## config.mk

```make
export PLATFORM = sky130hd
export DESIGN_NAME = quad_encoder_emulator
export DESIGN_NICKNAME = d
export VERILOG_FILES = /design/src/rtl/bldc_pkg.sv /design/src/rtl/quad_step_timer.sv /design/src/rtl/quad_encoder_emulator.sv
export SDC_FILE = /design/constraint.sdc
export NUM_CORES = 1
export LEC_CHECK = 0
export BUFFER_PORTS_ARGS = -buffer_cell sky130_fd_sc_hd__buf_2
export CORE_AREA = 2 2 98 100
export DETAILED_ROUTE_END_ITERATION = 6
export DIE_AREA = 0 0 100 102
export PLACE_DENSITY_LB_ADDON = 0.05
export SYNTH_ARGS = -nofsm -noshare
export SYNTH_HDL_FRONTEND = slang
export SYNTH_SLANG_ARGS = --single-unit
```

## constraint.sdc

```tcl
create_clock -name clk -period 8.45 [get_ports clk]
set_input_delay 0 -clock clk [delete_from_list [all_inputs] [get_ports clk]]
set_output_delay 0 -clock clk [all_outputs]
set_load 0.05 [all_outputs]
```

## src/rtl/bldc_pkg.sv

```systemverilog
// Shared definitions for the BLDC hardware-in-the-loop blocks.
//
// Contents:
//   quad_state_t    - quadrature output state {A,B}: QS_00, QS_01, QS_11, QS_10
//   DIR_FWD/DIR_REV - direction encoding (1 = forward, 0 = reverse)
//   next_quad_state - one quadrature step from a given state in a given direction
package bldc_pkg;

    typedef enum logic [1:0] {
        QS_00 = 2'b00,
        QS_01 = 2'b01,
        QS_11 = 2'b11,
        QS_10 = 2'b10
    } quad_state_t;

    localparam logic DIR_FWD = 1'b1;
    localparam logic DIR_REV = 1'b0;

    // Forward walks 00->01->11->10->00, reverse walks the same ring backwards.
    // Each transition flips exactly one of A/B, so the output is Gray coded.
    function automatic quad_state_t next_quad_state(input quad_state_t state, input logic dir);
        quad_state_t nxt;
        nxt = QS_00;
        if (dir == DIR_REV) begin
            case (state)
                QS_00:   nxt = QS_10;
                QS_10:   nxt = QS_11;
                QS_11:   nxt = QS_01;
                QS_01:   nxt = QS_00;
                default: nxt = QS_00;
            endcase
        end else begin
            case (state)
                QS_00:   nxt = QS_01;
                QS_01:   nxt = QS_11;
                QS_11:   nxt = QS_10;
                QS_10:   nxt = QS_00;
                default: nxt = QS_00;
            endcase
        end
        return nxt;
    endfunction

endpackage

```

## src/rtl/quad_step_timer.sv

```systemverilog
// Step-interval timer for the quadrature encoder emulator.
//
// Counts 0..P-1 at the active period P and raises tick combinationally on
// the cycle the count sits at P-1; the count wraps to 0 on that same edge.
// A nonzero period below MIN_PERIOD is raised to MIN_PERIOD; a period of 0
// means stopped, in which case the count holds and tick stays low.
//
// Ports:
//   clk     in   1           clock
//   reset   in   1           asynchronous, active-high reset
//   enable  in   1           0 freezes the count and suppresses tick
//   period  in   DATA_WIDTH  active period in clk cycles (0 = stopped)
//   clear   in   1           restart the interval from 0 (new command applied)
//   tick    out  1           a step happens on this clock edge
module quad_step_timer #(
    parameter int DATA_WIDTH = 16,
    parameter int MIN_PERIOD = 2
) (
    input  logic                  clk,
    input  logic                  reset,
    input  logic                  enable,
    input  logic [DATA_WIDTH-1:0] period,
    input  logic                  clear,
    output logic                  tick
);

    localparam logic [DATA_WIDTH-1:0] MIN_P = DATA_WIDTH'(MIN_PERIOD);

    logic [DATA_WIDTH-1:0] count_reg;
    logic [DATA_WIDTH-1:0] count_next;
    logic [DATA_WIDTH-1:0] eff_period;
    logic [DATA_WIDTH-1:0] terminal;
    logic                  running;

    assign running = (period != '0);

    always_comb begin
        eff_period = period;
        if (running && (period < MIN_P)) begin
            eff_period = MIN_P;
        end
    end

    assign terminal = eff_period - 1'b1;

    // The period only changes when the count is at 0 (wrap or clear), so
    // count never exceeds terminal; >= keeps the timer self-recovering anyway.
    assign tick = enable && running && (count_reg >= terminal);

    always_comb begin
        count_next = count_reg;
        if (clear) begin
            count_next = '0;
        end else if (enable && running) begin
            if (tick) begin
                count_next = '0;
            end else begin
                count_next = count_reg + 1'b1;
            end
        end
    end

    always_ff @(posedge clk or posedge reset) begin
        if (reset) begin
            count_reg <= '0;
        end else begin
            count_reg <= count_next;
        end
    end

endmodule

```

## src/rtl/quad_encoder_emulator.sv

```systemverilog
// Quadrature encoder transmitter used in place of a real motor encoder.
//
// Generates registered A/B/Z from a commanded step period and direction and
// keeps a modulo-CPR position count alongside them.
//
// Ports:
//   clk          in   1           clock
//   reset        in   1           asynchronous, active-high reset
//   enable       in   1           1 = run; 0 = freeze step timer and outputs
//   cmd_valid    in   1           command offer
//   cmd_ready    out  1           command slot (shadow register) free
//   cmd_period   in   DATA_WIDTH  clk cycles per quadrature edge; 0 = stop
//   cmd_dir      in   1           1 = forward, 0 = reverse
//   encoder_a    out  1           quadrature channel A
//   encoder_b    out  1           quadrature channel B
//   encoder_z    out  1           index: high while position==0 and {A,B}==00
//   position     out  POS_WIDTH   current count, 0..CPR-1
//   step_strobe  out  1           one-cycle pulse while A/B show a new value
module quad_encoder_emulator
    import bldc_pkg::*;
#(
    parameter int DATA_WIDTH = 16,
    parameter int CPR        = 64,
    parameter int POS_WIDTH  = 16,
    parameter int MIN_PERIOD = 2
) (
    input  logic                  clk,
    input  logic                  reset,
    input  logic                  enable,
    input  logic                  cmd_valid,
    output logic                  cmd_ready,
    input  logic [DATA_WIDTH-1:0] cmd_period,
    input  logic                  cmd_dir,
    output logic                  encoder_a,
    output logic                  encoder_b,
    output logic                  encoder_z,
    output logic [POS_WIDTH-1:0]  position,
    output logic                  step_strobe
);

    localparam logic [POS_WIDTH-1:0] CPR_LAST = POS_WIDTH'(CPR - 1);

    // Shadow (pending) command
    logic                  shadow_full_reg;
    logic [DATA_WIDTH-1:0] shadow_period_reg;
    logic                  shadow_dir_reg;

    // Active command
    logic [DATA_WIDTH-1:0] active_period_reg;
    logic                  active_dir_reg;

    // Output stage
    quad_state_t           quad_reg;
    quad_state_t           quad_next;
    logic [POS_WIDTH-1:0]  position_reg;
    logic [POS_WIDTH-1:0]  position_next;
    logic                  z_reg;
    logic                  z_next;
    logic                  strobe_reg;

    logic                  tick;
    logic                  running;
    logic                  transfer;
    logic                  apply_stopped;
    logic                  apply_running;
    logic                  apply_cmd;
    logic [1:0]            ab;

    assign running  = (active_period_reg != '0);
    assign transfer = cmd_valid && !shadow_full_reg;

    // From stopped a pending command goes live on the next enabled cycle.
    // While running it waits for the next step; that step still uses the old
    // direction because quad_next below is computed from active_dir_reg.
    // A command transferred in a step cycle is not yet in the shadow register,
    // so it naturally waits for the following step.
    assign apply_stopped = shadow_full_reg && !running && enable;
    assign apply_running = shadow_full_reg && tick;
    assign apply_cmd     = apply_stopped || apply_running;

    quad_step_timer #(
        .DATA_WIDTH (DATA_WIDTH),
        .MIN_PERIOD (MIN_PERIOD)
    ) u_timer (
        .clk    (clk),
        .reset  (reset),
        .enable (enable),
        .period (active_period_reg),
        .clear  (apply_cmd),
        .tick   (tick)
    );

    // Next quadrature state and position, only moving on a step.
    always_comb begin
        quad_next     = quad_reg;
        position_next = position_reg;
        if (tick) begin
            quad_next = next_quad_state(quad_reg, active_dir_reg);
            if (active_dir_reg == DIR_FWD) begin
                position_next = (position_reg == CPR_LAST) ? '0 : position_reg + 1'b1;
            end else begin
                position_next = (position_reg == '0) ? CPR_LAST : position_reg - 1'b1;
            end
        end
    end

    // Index follows the same register stage as A/B so Z can never glitch
    // relative to the channels.
    always_comb begin
        z_next = z_reg;
        if (tick) begin
            z_next = (position_next == '0) && (quad_next == QS_00);
        end
    end

    always_ff @(posedge clk or posedge reset) begin
        if (reset) begin
            shadow_full_reg   <= 1'b0;
            shadow_period_reg <= '0;
            shadow_dir_reg    <= DIR_FWD;
        end else begin
            if (transfer) begin
                shadow_full_reg   <= 1'b1;
                shadow_period_reg <= cmd_period;
                shadow_dir_reg    <= cmd_dir;
            end else if (apply_cmd) begin
                shadow_full_reg   <= 1'b0;
            end
        end
    end

    always_ff @(posedge clk or posedge reset) begin
        if (reset) begin
            active_period_reg <= '0;
            active_dir_reg    <= DIR_FWD;
        end else if (apply_cmd) begin
            active_period_reg <= shadow_period_reg;
            active_dir_reg    <= shadow_dir_reg;
        end
    end

    always_ff @(posedge clk or posedge reset) begin
        if (reset) begin
            quad_reg     <= QS_00;
            position_reg <= '0;
            z_reg        <= 1'b0;
            strobe_reg   <= 1'b0;
        end else begin
            quad_reg     <= quad_next;
            position_reg <= position_next;
            z_reg        <= z_next;
            strobe_reg   <= tick;
        end
    end

    assign ab          = quad_reg;
    assign encoder_a   = ab[1];
    assign encoder_b   = ab[0];
    assign encoder_z   = z_reg;
    assign position    = position_reg;
    assign step_strobe = strobe_reg;
    assign cmd_ready   = !shadow_full_reg;

endmodule

```

# Yosys cells after proc, flatten, opt, wreduce, memory -nomap -nowiden
# Index checks and enable logic that the tools add are counted.
dict set report totals {
  latchBits 0
  elab_cells 52
  mem_bits_rw 0
  ff_bits 71
  mem_bits_ro 0
  mem_count 0
}
dict set report op_classes {
  multipliers 0
  add_sub_neg 4
  magnitude_cmp 2
  n_shift 0
  mux 14
  n_eq_ne 4
  n_bitwise 0
  n_div 0
  reduce_logical 18
}
# operator count
set op_table {}
lappend op_table {{two-way mux 16 bit} 8}
lappend op_table {{adder 16 x 1 -> 16 bit (second input constant)} 2}
lappend op_table {{zero test 16 bit} 2}
lappend op_table {{subtractor 16 x 1 -> 16 bit (second input constant)} 2}
lappend op_table {{== test 16 x 6 -> 1 bit (second input constant)} 1}
lappend op_table {{>= comparator 16 bit} 1}
lappend op_table {{< comparator 16 x 2 -> 1 bit (second input constant)} 1}
lappend op_table {{one-hot mux 2 bit (4 select lines)} 2}
lappend op_table {{nonzero test 16 bit} 1}
lappend op_table {{logical AND 1 bit} 8}
lappend op_table {{== test 2 bit (second input constant)} 2}
lappend op_table {{zero test 2 bit} 2}
lappend op_table {{two-way mux 2 bit} 2}
lappend op_table {{nonzero test 2 bit} 2}
lappend op_table {{== test 2 x 1 -> 1 bit (second input constant)} 1}
lappend op_table {{zero test 1 bit} 2}
lappend op_table {{two-way mux 1 bit} 2}
lappend op_table {{logical OR 1 bit} 1}

# Logic depth before layout (Yosys ltp)
# Gate-level depths: netlist (run 1).
dict set report logic_depth {
  ltp_word 10
  mapped_depth 22
  mapped_depth_nobuf 20
}

# Modules after synthesis
# A second synthesis (run 1) with hierarchy kept.
dict set report unflattened {
  hier_cells 511
  area_unflattened_um2 4588.2
}
# module cells_each instances area_each_um2 seq_area_each_um2
set modules_own_cells {}
lappend modules_own_cells {quad_encoder_emulator 330 1 3020.4 1378.8}
lappend modules_own_cells {quad_step_timer 181 1 1567.8 400.4}

# Least setup slack after synthesis (run 1)
# No wires, ideal clock.
dict set report synth_timing {
  path_type {register to register}
  startpoint {register active_period_reg[11]}
  endpoint {register z_reg (netlist: encoder_z)}
  setup_ps 104
  stages_incl_launch_ff 21
  slack_ps 3314
  path_buffers 1
  t_arrival_ps 5032
  path_cell_list {dfrtp_1 or3_1 or2_2 nor3_1 nand2_1 o21ai_0 ha_1 nand2_1 or2_2 nor3b_1 xnor2_1 ha_1 nand4_1 a211oi_1 a32oi_2 a21o_1 buf_2 o22a_1 or4_1 or4_1 o41ai_2}
}
dict set report synth_between {
  elab_chain_len 9
  elab_cells_between_ends 13
}
# element line
set synth_rtl {}
lappend synth_rtl {{start: declaration} quad_encoder_emulator.sv:49} ;# logic [DATA_WIDTH-1:0] active_period_reg;
lappend synth_rtl {{start signal: assignment} quad_encoder_emulator.sv:137} ;# active_period_reg <= shadow_period_reg;
lappend synth_rtl {{< comparator 16 x 2 -> 1 bit or nonzero test 16 bit (tied branches)} {quad_step_timer.sv:39, quad_step_timer.sv:35}}
lappend synth_rtl {{logical AND 1 bit} quad_step_timer.sv:39} ;# if (running && (period < MIN_P)) begin
lappend synth_rtl {{two-way mux 16 bit} quad_step_timer.sv:39}
lappend synth_rtl {{subtractor 16 x 1 -> 16 bit} quad_step_timer.sv:44} ;# assign terminal = eff_period - 1'b1;
lappend synth_rtl {{>= comparator 16 bit} quad_step_timer.sv:48} ;# assign tick = enable && running && (count_reg >= terminal);
lappend synth_rtl {{logical AND 1 bit *} quad_step_timer.sv:48}
lappend synth_rtl {{two-way mux 16 bit *} quad_encoder_emulator.sv:97} ;# if (tick) begin
lappend synth_rtl {{net position_next[6]} quad_encoder_emulator.sv:56} ;# logic [POS_WIDTH-1:0] position_next;
lappend synth_rtl {{zero test 16 bit *} quad_encoder_emulator.sv:112} ;# z_next = (position_next == '0) && (quad_next == QS_00);
lappend synth_rtl {{logical AND 1 bit *} quad_encoder_emulator.sv:112}
lappend synth_rtl {{end signal: assignment} quad_encoder_emulator.sv:151} ;# z_reg <= z_next;
lappend synth_rtl {{end: declaration} quad_encoder_emulator.sv:57} ;# logic z_reg;
# Mark *: on every way through the listed nets, which the timed path passes. The rest lies on a longest branch.
# A chain may end at the register's enable or synchronous reset.

# Final worst setup path (run 1)
dict set report layout_timing {
  startpoint {register active_period_reg[11]}
  endpoint {register z_reg (netlist: encoder_z)}
}
dict set report layout_between {
  elab_chain_len 9
  elab_cells_between_ends 13
}
# element line
set layout_rtl {}
lappend layout_rtl {{< comparator 16 x 2 -> 1 bit or nonzero test 16 bit (tied branches)} {quad_step_timer.sv:39, quad_step_timer.sv:35}}
lappend layout_rtl {{logical AND 1 bit} quad_step_timer.sv:39}
lappend layout_rtl {{two-way mux 16 bit} quad_step_timer.sv:39}
lappend layout_rtl {{subtractor 16 x 1 -> 16 bit} quad_step_timer.sv:44}
lappend layout_rtl {{>= comparator 16 bit} quad_step_timer.sv:48}
lappend layout_rtl {{logical AND 1 bit *} quad_step_timer.sv:48}
lappend layout_rtl {{two-way mux 16 bit or two-way mux 2 bit (tied branches)} quad_encoder_emulator.sv:97}
lappend layout_rtl {{zero test 16 bit or zero test 2 bit (tied branches)} quad_encoder_emulator.sv:112}
lappend layout_rtl {{logical AND 1 bit} quad_encoder_emulator.sv:112}
# Mark *: on every way between the ends. The rest lies on a longest branch, timed or not.

==> results of run 1 <==
## repair_timing
item,in CTS,in global routing
hold endpoints to repair,87,0
resized for setup,0,0
hold buffers,19,0
## power groups by stage
stage / Sequential (uW) / Clock [uW] / Combinational [uW]
floorplan: 540 / 0 / 457
detailed placement: 568 / 0 / 580
CTS: 561 / 307 / 590
finish: 563 / 300 / 591
global route: 580 / 320 / 661
global placement: 566 / 0 / 567
## synth_stat cells (all sizes together), types with 3 or more instances
library cell,count
xor2,5
nor3b,8
a211oi,6
nor2b,4
nand2b,3
a21oi,34
a31oi,8
inv,10
o31ai,5
nand2,38
nor4,9
buf,4
mux2,33
nand3,15
a21o,3
or3,4
nand3b,4
nor3,15
o22a,3
o211a,3
nand4,10
o21ai,35
a22o,3
clkbuf,22
dfrtp,69
ha,21
and3,12
xnor2,12
nor2,35
or4,5
## area by class of cell
| cell class | count | share of cell area |
|---|---|---|
| tap | 111 | 0.0271 |
| sequential | 71 | 0.347 |
| inverter | 11 | 0.00805 |
| multi-input combinational | 367 | 0.495 |
| clock buffer | 9 | 0.0242 |
| timing repair buffer | 63 | 0.0815 |
| clock inverter | 7 | 0.0168 |
## metrics by stage
step / instance area, um2 / hold slack (ps)
after floorplan: 4470 / 125
after global placement: 4730 / 226
after detailed placement: 4730 / 236
after CTS: 5130 / 102
after global routing: 5130 / 127
final: 5130 / 108
## layer usage
| metal | part of all wire | vias to the layer above |
|---|---|---|
| li1 | - | 1870 |
| met1 | 0.52 | 1878 |
| met2 | 0.43 | 92 |
| met3 | 0.043 | 9 |
| met4 | 0.0088 | 0 |
| met5 | 0 | - |
## how the worst max path moves through the flow
stage	from	cells after the start	endpoint	slack, ps
6_report	active_period_reg[11]	20	encoder_z	2690
5_1_grt	active_period_reg[11]	20	encoder_z	2150
4_1_cts	active_period_reg[11]	19	encoder_z	2690
3_5_place_dp	active_period_reg[11]	19	encoder_z	2700
3_3_place_gp	active_period_reg[11]	19	encoder_z	2910
2_1_floorplan	active_period_reg[11]	20	encoder_z	3310
## cells by family (layout without fill, tap and decap cells)
family,count (synthesis),after routing,synth area share
xor gates and xnor gates,17,17,0.0333
buffers and inverters,37,90,0.0336
adders and majority gates,21,21,0.0588
AOI/OAI and AO/OA,125,125,0.187
and+or+nand+nor,171,171,0.207
DFF,71,71,0.398
muxes,33,33,0.0831
## critical path, cell delays in order, from the launching register on
cell and delay, ps:
dfrtp_1 440, or3_1 390, or2_2 330, nor3_1 240, nand2_1 70, o21ai_0 260
ha_1 230, nand2_1 80, or2_2 330, nor3b_1 250, xnor2_1 150, ha_1 260
nand4_1 130, a211oi_1 80, a32oi_2 390, a21o_1 610, inv_2 280, a21oi_1 250
o22ai_1 110, or4_1 490, o41ai_2 280
==> flow_metrics.tcl, run 1 <==
set metrics [dict create \
    grt_pass1_wl_um 18800 \
    synth_top_area_frac 0.386 \
    top_usage_layer "met1" \
    n_antenna_cell 0 \
    final.min_clock_period_ps 5760 \
    multi_input_area_um2 2540 \
    yosysWarnings 0 \
    fin_cells 639 \
    power.leakage_uw 0.00222 \
    die_w_um 100 \
    place_congestion 0.857 \
    switching_share 0.419 \
    post-route-period-util 0.682 \
    fillers 837 \
    r2r-start "active_period_reg[11]" \
    cts_tree "built" \
    routed-via-count 3849 \
    fin_tns_setup_ps 0 \
    cp_max_fo 21 \
    synth_edf_count 0 \
    grt_pass1_vias 3723 \
    synth_area_um2 4470 \
    insertion_delay_ps 360 \
    status "complete, no violations" \
    wl_per_cell_um 17.3 \
    rr_worst_depth 20 \
    grt_overflow_total 0 \
    final_core_util 0.563 \
    min_delay_path_depth 4 \
    synthArstFlopShare 1.00 \
    reg2reg_slack_ps 2690 \
    finClkSkew_ps 14.1 \
    synth_area_leaders "dfrtp_1 (39%), mux2_2 (8.3%), ha_1 (5.9%), a21oi_1 (3.8%), o21ai_0 (3.8%)" \
    holdCritStartpoint "enable" \
    power.internal_uw 844 \
    hold_path_end "u_timer.count_reg[0]" \
    ir_drop_mv 0.154 \
    clock_path_buffers 2 \
    core_um2 9110 \
    p_seq_frac 0.387 \
    timing.rr.end "encoder_z" \
    gr-usage-met3 0.0390 \
    required_ps 8710 \
    critPathLaunchType "flop" \
    start_util 0.491 \
    grtUsageMet2 0.351 \
    synth.avg_cell_area_um2 9.41 \
    p_switching_uw 609 \
    setup_viol 0 \
    totalWireLength_um 11100 \
    layout_commonest_cell "dfrtp_1" \
    htreeDepth 3 \
    use_met1 0.358 \
    synth.distinct_cells 65 \
    synth_top_area_cell "dfrtp_1" \
    cp.arrival_ps 6020 \
    syn_nets 517 \
    power_frac_comb 0.407 \
    power_uw 1450 \
    dpl.cell_count 604 \
    post_route_cells_drive_above_1_share 0.203 \
    slew_violations 0 \
    crit_path_end_kind "flop" \
    dr.pass1.iters 5 \
    area_delta_synth_final_pct 14.7 \
    drt-vias-per-instance 6.02 \
    hp-class "in2reg" \
    place.port_buffers 41 \
    clk_pin_slew_ps 100 \
    cts_made_buffers 9 \
    max-cap-violations 0 \
    die_h_um 102 \
    finalHoldViolations 0 \
    ys_seq_elements 71 \
    yosysSeqAreaShare 0.398 \
    fmax_mhz 173 \
    drc 0 \
    synth_top_flop_cell "dfrtp_1" \
    cts_setup_buffers 0 \
    syn_inst 475 \
    gr-usage-all-layers 0.234 \
    dp_slack_ps 2700 \
    cts.sinks 71 \
    dieArea_um2 10200 \
    tightestPinTransition_ps 922 \
    layout_common_cells "dfrtp_1 (69), buf_2 (41), nand2_1 (38)" \
    nNetsFinal 565 \
    setup_ws_ps 2690 \
    antenna_left 0 \
    io_pins 42 \
    crit_type "reg2reg" \
    antenna_found_initial 0 \
    drt-initial-drc-count 229 \
    root_buffer "clkbuf_8" \
    power.density_nw_per_um2 283 \
    ff_latch_area_um2 1780 \
    grt_max_degree 72 \
    dp_hpwl_um 7660 \
    row_count 35 \
    clock_power_share 0.206 \
    rsz0062_at_grt "no" \
    relSlewSlack 0.385 \
]
Power figures use the tool's default switching activity.
==> run 2: changes to the inputs <==
clock period = 4.7 ns   (was 8.45 ns; I/O delays follow)
==> flow_metrics.tcl, run 2 (same netlist as run 1, synthesis figures left out) <==
set metrics [dict create \
    status "finished, violations left" \
    violations "negative setup slack" \
    cp.arrival_ps 5110 \
    cts_tree "built" \
    r2r-start "active_period_reg[12]" \
    place.port_buffers 41 \
    clk_pin_slew_ps 80 \
    cts_made_buffers 9 \
    routed-via-count 3956 \
    required_ps 4960 \
    max-cap-violations 0 \
    clock_path_buffers 2 \
    dieArea_um2 10200 \
    drt-initial-drc-count 246 \
    antenna_left 0 \
    grt_overflow_total 0 \
    design_area_um2 5440 \
    cp_max_fo 5 \
    dp_hpwl_um 7980 \
    place_congestion 0.868 \
    crit_type "reg2reg" \
    dpl_cell_area_um2 4920 \
    wl_per_cell_um 17.0 \
    crit_path_end_kind "flop" \
    crit_slowest_cell "or4_1" \
    start_util 0.491 \
    area_delta_synth_final_pct 21.8 \
    max_stage_delay_ps 530 \
    timing.rr.end "encoder_z" \
    wl_met3_um 556 \
    power.leakage_uw 0.00237 \
    crit_start "active_period_reg[12]" \
    post_route_cells_drive_above_1_share 0.276 \
    fmax_mhz 206 \
    hold_slack_ps 134 \
    critical_path.cell_chain "or3_4 -> or2_4 -> nor3_4 -> nand2_1 -> o21ai_2 -> ha_2 -> nand2_2 -> or2_4 -> nor3_4 -> xnor2_2 -> ha_1 -> nand4_1 -> a211oi_2 -> a32oi_2 -> a21o_1 -> o22a_1 -> or4_1 -> or4_4 -> o41ai_2" \
    gr-usage-all-layers 0.235 \
    grt_pass1_vias 3679 \
    antenna_found_initial 0 \
    ir_drop_mv 0.372 \
    grt_pass1_wl_um 19000 \
    power.density_nw_per_um2 507 \
    htreeDepth 3 \
    die_h_um 102 \
    slew_violations 0 \
    tightestPinTransition_ps 900 \
    reg2reg_slack_ps -150 \
    grt_max_degree 72 \
    hp-class "in2reg" \
    min_delay_path_depth 4 \
    rr_worst_depth 19 \
    wl_met2_um 4960 \
    core_um2 9110 \
    insertion_delay_ps 350 \
    final.min_clock_period_ps 4850 \
    finalHoldViolations 0 \
    hold_path_end "u_timer.count_reg[0]" \
    cts.sinks 71 \
    dr.pass1.iters 5 \
    final_core_util 0.598 \
    layout_common_cells "dfrtp_1 (69), buf_2 (41), nand2_1 (37)" \
    io_pins 42 \
    layout_commonest_cell "dfrtp_1" \
    nNetsFinal 595 \
    die_w_um 100 \
    holdCritStartpoint "enable" \
    drt-vias-per-instance 5.91 \
    setup_viol 1 \
    drc 0 \
    rsz0062_at_grt "yes" \
    routed.top_layer "met4" \
    post-route-period-util 1.03 \
    power_uw 2760 \
    relSlewSlack 0.400 \
    row_count 35 \
    finClkSkew_ps 12.2 \
    totalWireLength_um 11400 \
    wl_met1_um 5770 \
    root_buffer "clkbuf_8" \
    setup_ws_ps -152 \
    critPathLaunchType "flop" \
    n_antenna_cell 0 \
]
[run 2: how the worst max path moves through the flow]
stage | end | slack [ps]
after detailed placement | encoder_z | -170
after global placement | encoder_z | 50
after floorplan | encoder_z | -30
after global routing | encoder_z | -370
final | encoder_z | -150
after CTS | encoder_z | -80
[run 2: worst max-delay path: cells and delay by family, from the launching register on]
family,cells,cell delay (ps)
AO/OA/AOI/OAI,6,1250
XOR/XNOR,1,80
adder cells (fa/ha/maj),2,520
flip-flops,1,380
AND/OR/NAND/NOR,10,2550
[run 2: per-layer routing]
| metal | global-route usage | vias up |
|---|---|---|
| met2 | 0.346 | 98 |
| li1 | - | 1934 |
| met5 | 0 | - |
| met1 | 0.361 | 1916 |
| met4 | 0.0495 | 0 |
| met3 | 0.0465 | 8 |
[run 2: final cells by class]
| type | instances | area, um2 |
|---|---|---|
| multi-input combinational | 367 | 2650 |
| clock inverter | 6 | 45.0 |
| clock buffer | 10 | 138 |
| fill | 785 | 3660 |
| tap | 111 | 139 |
| inverter | 11 | 43.8 |
| timing repair buffer | 93 | 654 |
| sequential | 71 | 1780 |
[run 2: power breakdown]
group          total, uW  internal [uW]  switching (uW)
combinational       1300            615             684
clock                464            208             257
sequential           996            788             208
[run 2: what timing repair did]
item / in CTS / in global routing
hold buffers: 19 / 0
setup endpoints to repair: 1 / 22
endpoints found under the hold margin: 87 / 0
buffers inserted: 8 / 3
pin swaps: 8 / 13
gates resized for setup: 4 / 13
[run 2: per-stage QoR]
stage / std cells / TNS [ps] / worst slack, ps
2_1_floorplan: 475 / -34.8 / -34.8
4_1_cts: 666 / -81.4 / -81.4
6_report: 669 / -152 / -152
5_1_grt: 669 / -374 / -369
3_5_place_dp: 623 / -167 / -167
3_3_place_gp: 623 / 0 / 52.5
==> run 3: changes to the inputs <==
PLACE_DENSITY = 0.78   (was unset)
PLACE_DENSITY_LB_ADDON = unset   (was 0.05)
clock period = 4.87 ns   (was 4.7 ns; I/O delays follow)
==> flow_metrics.tcl, run 3 (same netlist as run 1, synthesis figures left out) <==
set metrics [dict create \
    wl_per_cell_um 18.0 \
    insertion_delay_ps 360 \
    row_count 35 \
    gr-usage-all-layers 0.235 \
    ir_drop_mv 0.375 \
    setup_viol 1 \
    dr.pass1.iters 5 \
    final_core_util 0.588 \
    area_delta_synth_final_pct 19.9 \
    post_route_cells_drive_above_1_share 0.259 \
    clock_path_buffers 2 \
    grt_pass1_vias 3931 \
    fillers 746 \
    grt_max_degree 72 \
    layout_commonest_cell "dfrtp_1" \
    crit_path_end_kind "flop" \
    io_pins 42 \
    power_uw 2630 \
    hp-class "in2reg" \
    violations "negative setup slack" \
    cts_tree "built" \
    die_h_um 102 \
    drt-initial-drc-count 372 \
    antenna_found_initial 0 \
    fmax_mhz 203 \
    critPathLaunchType "flop" \
    dieArea_um2 10200 \
    final.min_clock_period_ps 4910 \
    nNetsFinal 586 \
    rsz0062_at_grt "yes" \
    grt_pass1_wl_um 19100 \
    dp_hpwl_um 7880 \
    core_um2 9110 \
    post-route-period-util 1.01 \
    dpl.cell_count 613 \
    place.port_buffers 41 \
    clk_pin_slew_ps 90 \
    crit_type "reg2reg" \
    fin_cells 660 \
    grt_overflow_total 0 \
    dp_slack_ps -104 \
    root_buffer "clkbuf_8" \
    start_util 0.491 \
    n_antenna_cell 0 \
    status "finished, violations left" \
    cp_max_fo 6 \
    drc 0 \
    finalHoldViolations 0 \
    slew_violations 0 \
    max-cap-violations 0 \
    die_w_um 100 \
    cp.arrival_ps 5180 \
    drt-vias-per-instance 6.28 \
    routed-via-count 4147 \
    cts.sinks 71 \
    relSlewSlack 0.412 \
    antenna_left 0 \
    finClkSkew_ps 14.8 \
    required_ps 5130 \
    power.leakage_uw 0.00233 \
    place_congestion 0.899 \
    power.density_nw_per_um2 491 \
    totalWireLength_um 11800 \
    layout_common_cells "dfrtp_1 (69), buf_2 (41), nand2_1 (37)" \
    htreeDepth 3 \
    tightestPinTransition_ps 882 \
    setup_ws_ps -44.4 \
    cts_made_buffers 9 \
]
run 3: changes by cell type in the layout (fill, tap and decap cells not counted), sizes merged:
cell / before / now
buf: 74 / 65
clkinv: 3 / 6
clkinvlp: 3 / 1
inv: 11 / 10
run 3: critical path: stages (launching register included):
cell and delay (ps):
dfrtp_1 480, nor4_2 390, nor3b_2 290, nand2_1 90
o21ai_2 140, ha_2 210, nand2_2 60, or2_4 270
nor3_2 160, xnor2_1 130, ha_1 290, nand4_1 180
a211oi_2 300, a32oi_2 150, a21o_1 280, o22a_1 260
or4_1 500, or4_4 430, o41ai_2 200
run 3: path summary, 6_finish.rpt:
check | startpoint | slack (ps) | cells past startpoint | to
worst max-delay path | active_period_reg[5] | -40 | 18 | encoder_z
worst min-delay path | enable | 160 | 4 | u_timer.count_reg[0]
worst max register to register | active_period_reg[5] | -40 | 18 | encoder_z
worst min register to register | shadow_dir_reg | 490 | 2 | active_dir_reg
max in group asynchronous | reset | 3840 | 4 | position[3]
min in group asynchronous | reset | 440 | 4 | position[10]
run 3: layout make-up:
cell class / instances / area, um2 / share of cell area
clock buffer: 10 / 128 / 0.0238
clock inverter: 6 / 47.5 / 0.00887
inverter: 11 / 43.8 / 0.00817
multi-input combinational: 367 / 2620 / 0.489
sequential: 71 / 1780 / 0.332
tap: 111 / 139 / 0.0259
timing repair buffer: 84 / 599 / 0.112
run 3: power breakdown:
part	switching, uW	internal (uW)
Combinational	662	562
Clock	239	187
Sequential	222	761
run 3: metal layers:
layer  vias up  global-route usage  wire length, um
met3        31              0.0349              626
li1       1913                   -                -
met1      2052               0.314             5090
met5         -                   0                0
met2       151               0.384             5850
met4         0               0.101              288
run 3: timing repair:
| action | in CTS | in global routing |
|---|---|---|
| setup buffers | 7 | 5 |
| gates resized for setup | 6 | 8 |
| setup endpoints to repair | 1 | 1 |
| pin swaps | 16 | 14 |
| hold buffers | 19 | 0 |
| gates cloned | 0 | 0 |
| hold endpoints to repair | 87 | 0 |
run 3: per-stage QoR:
stage	hold slack [ps]	instance area, um2	setup TNS [ps]
global route	181	5360	-252
floorplan	125	4510	0
finish	165	5360	-44.4
CTS	131	5290	0
global placement	229	4850	0
detailed placement	236	4850	-104
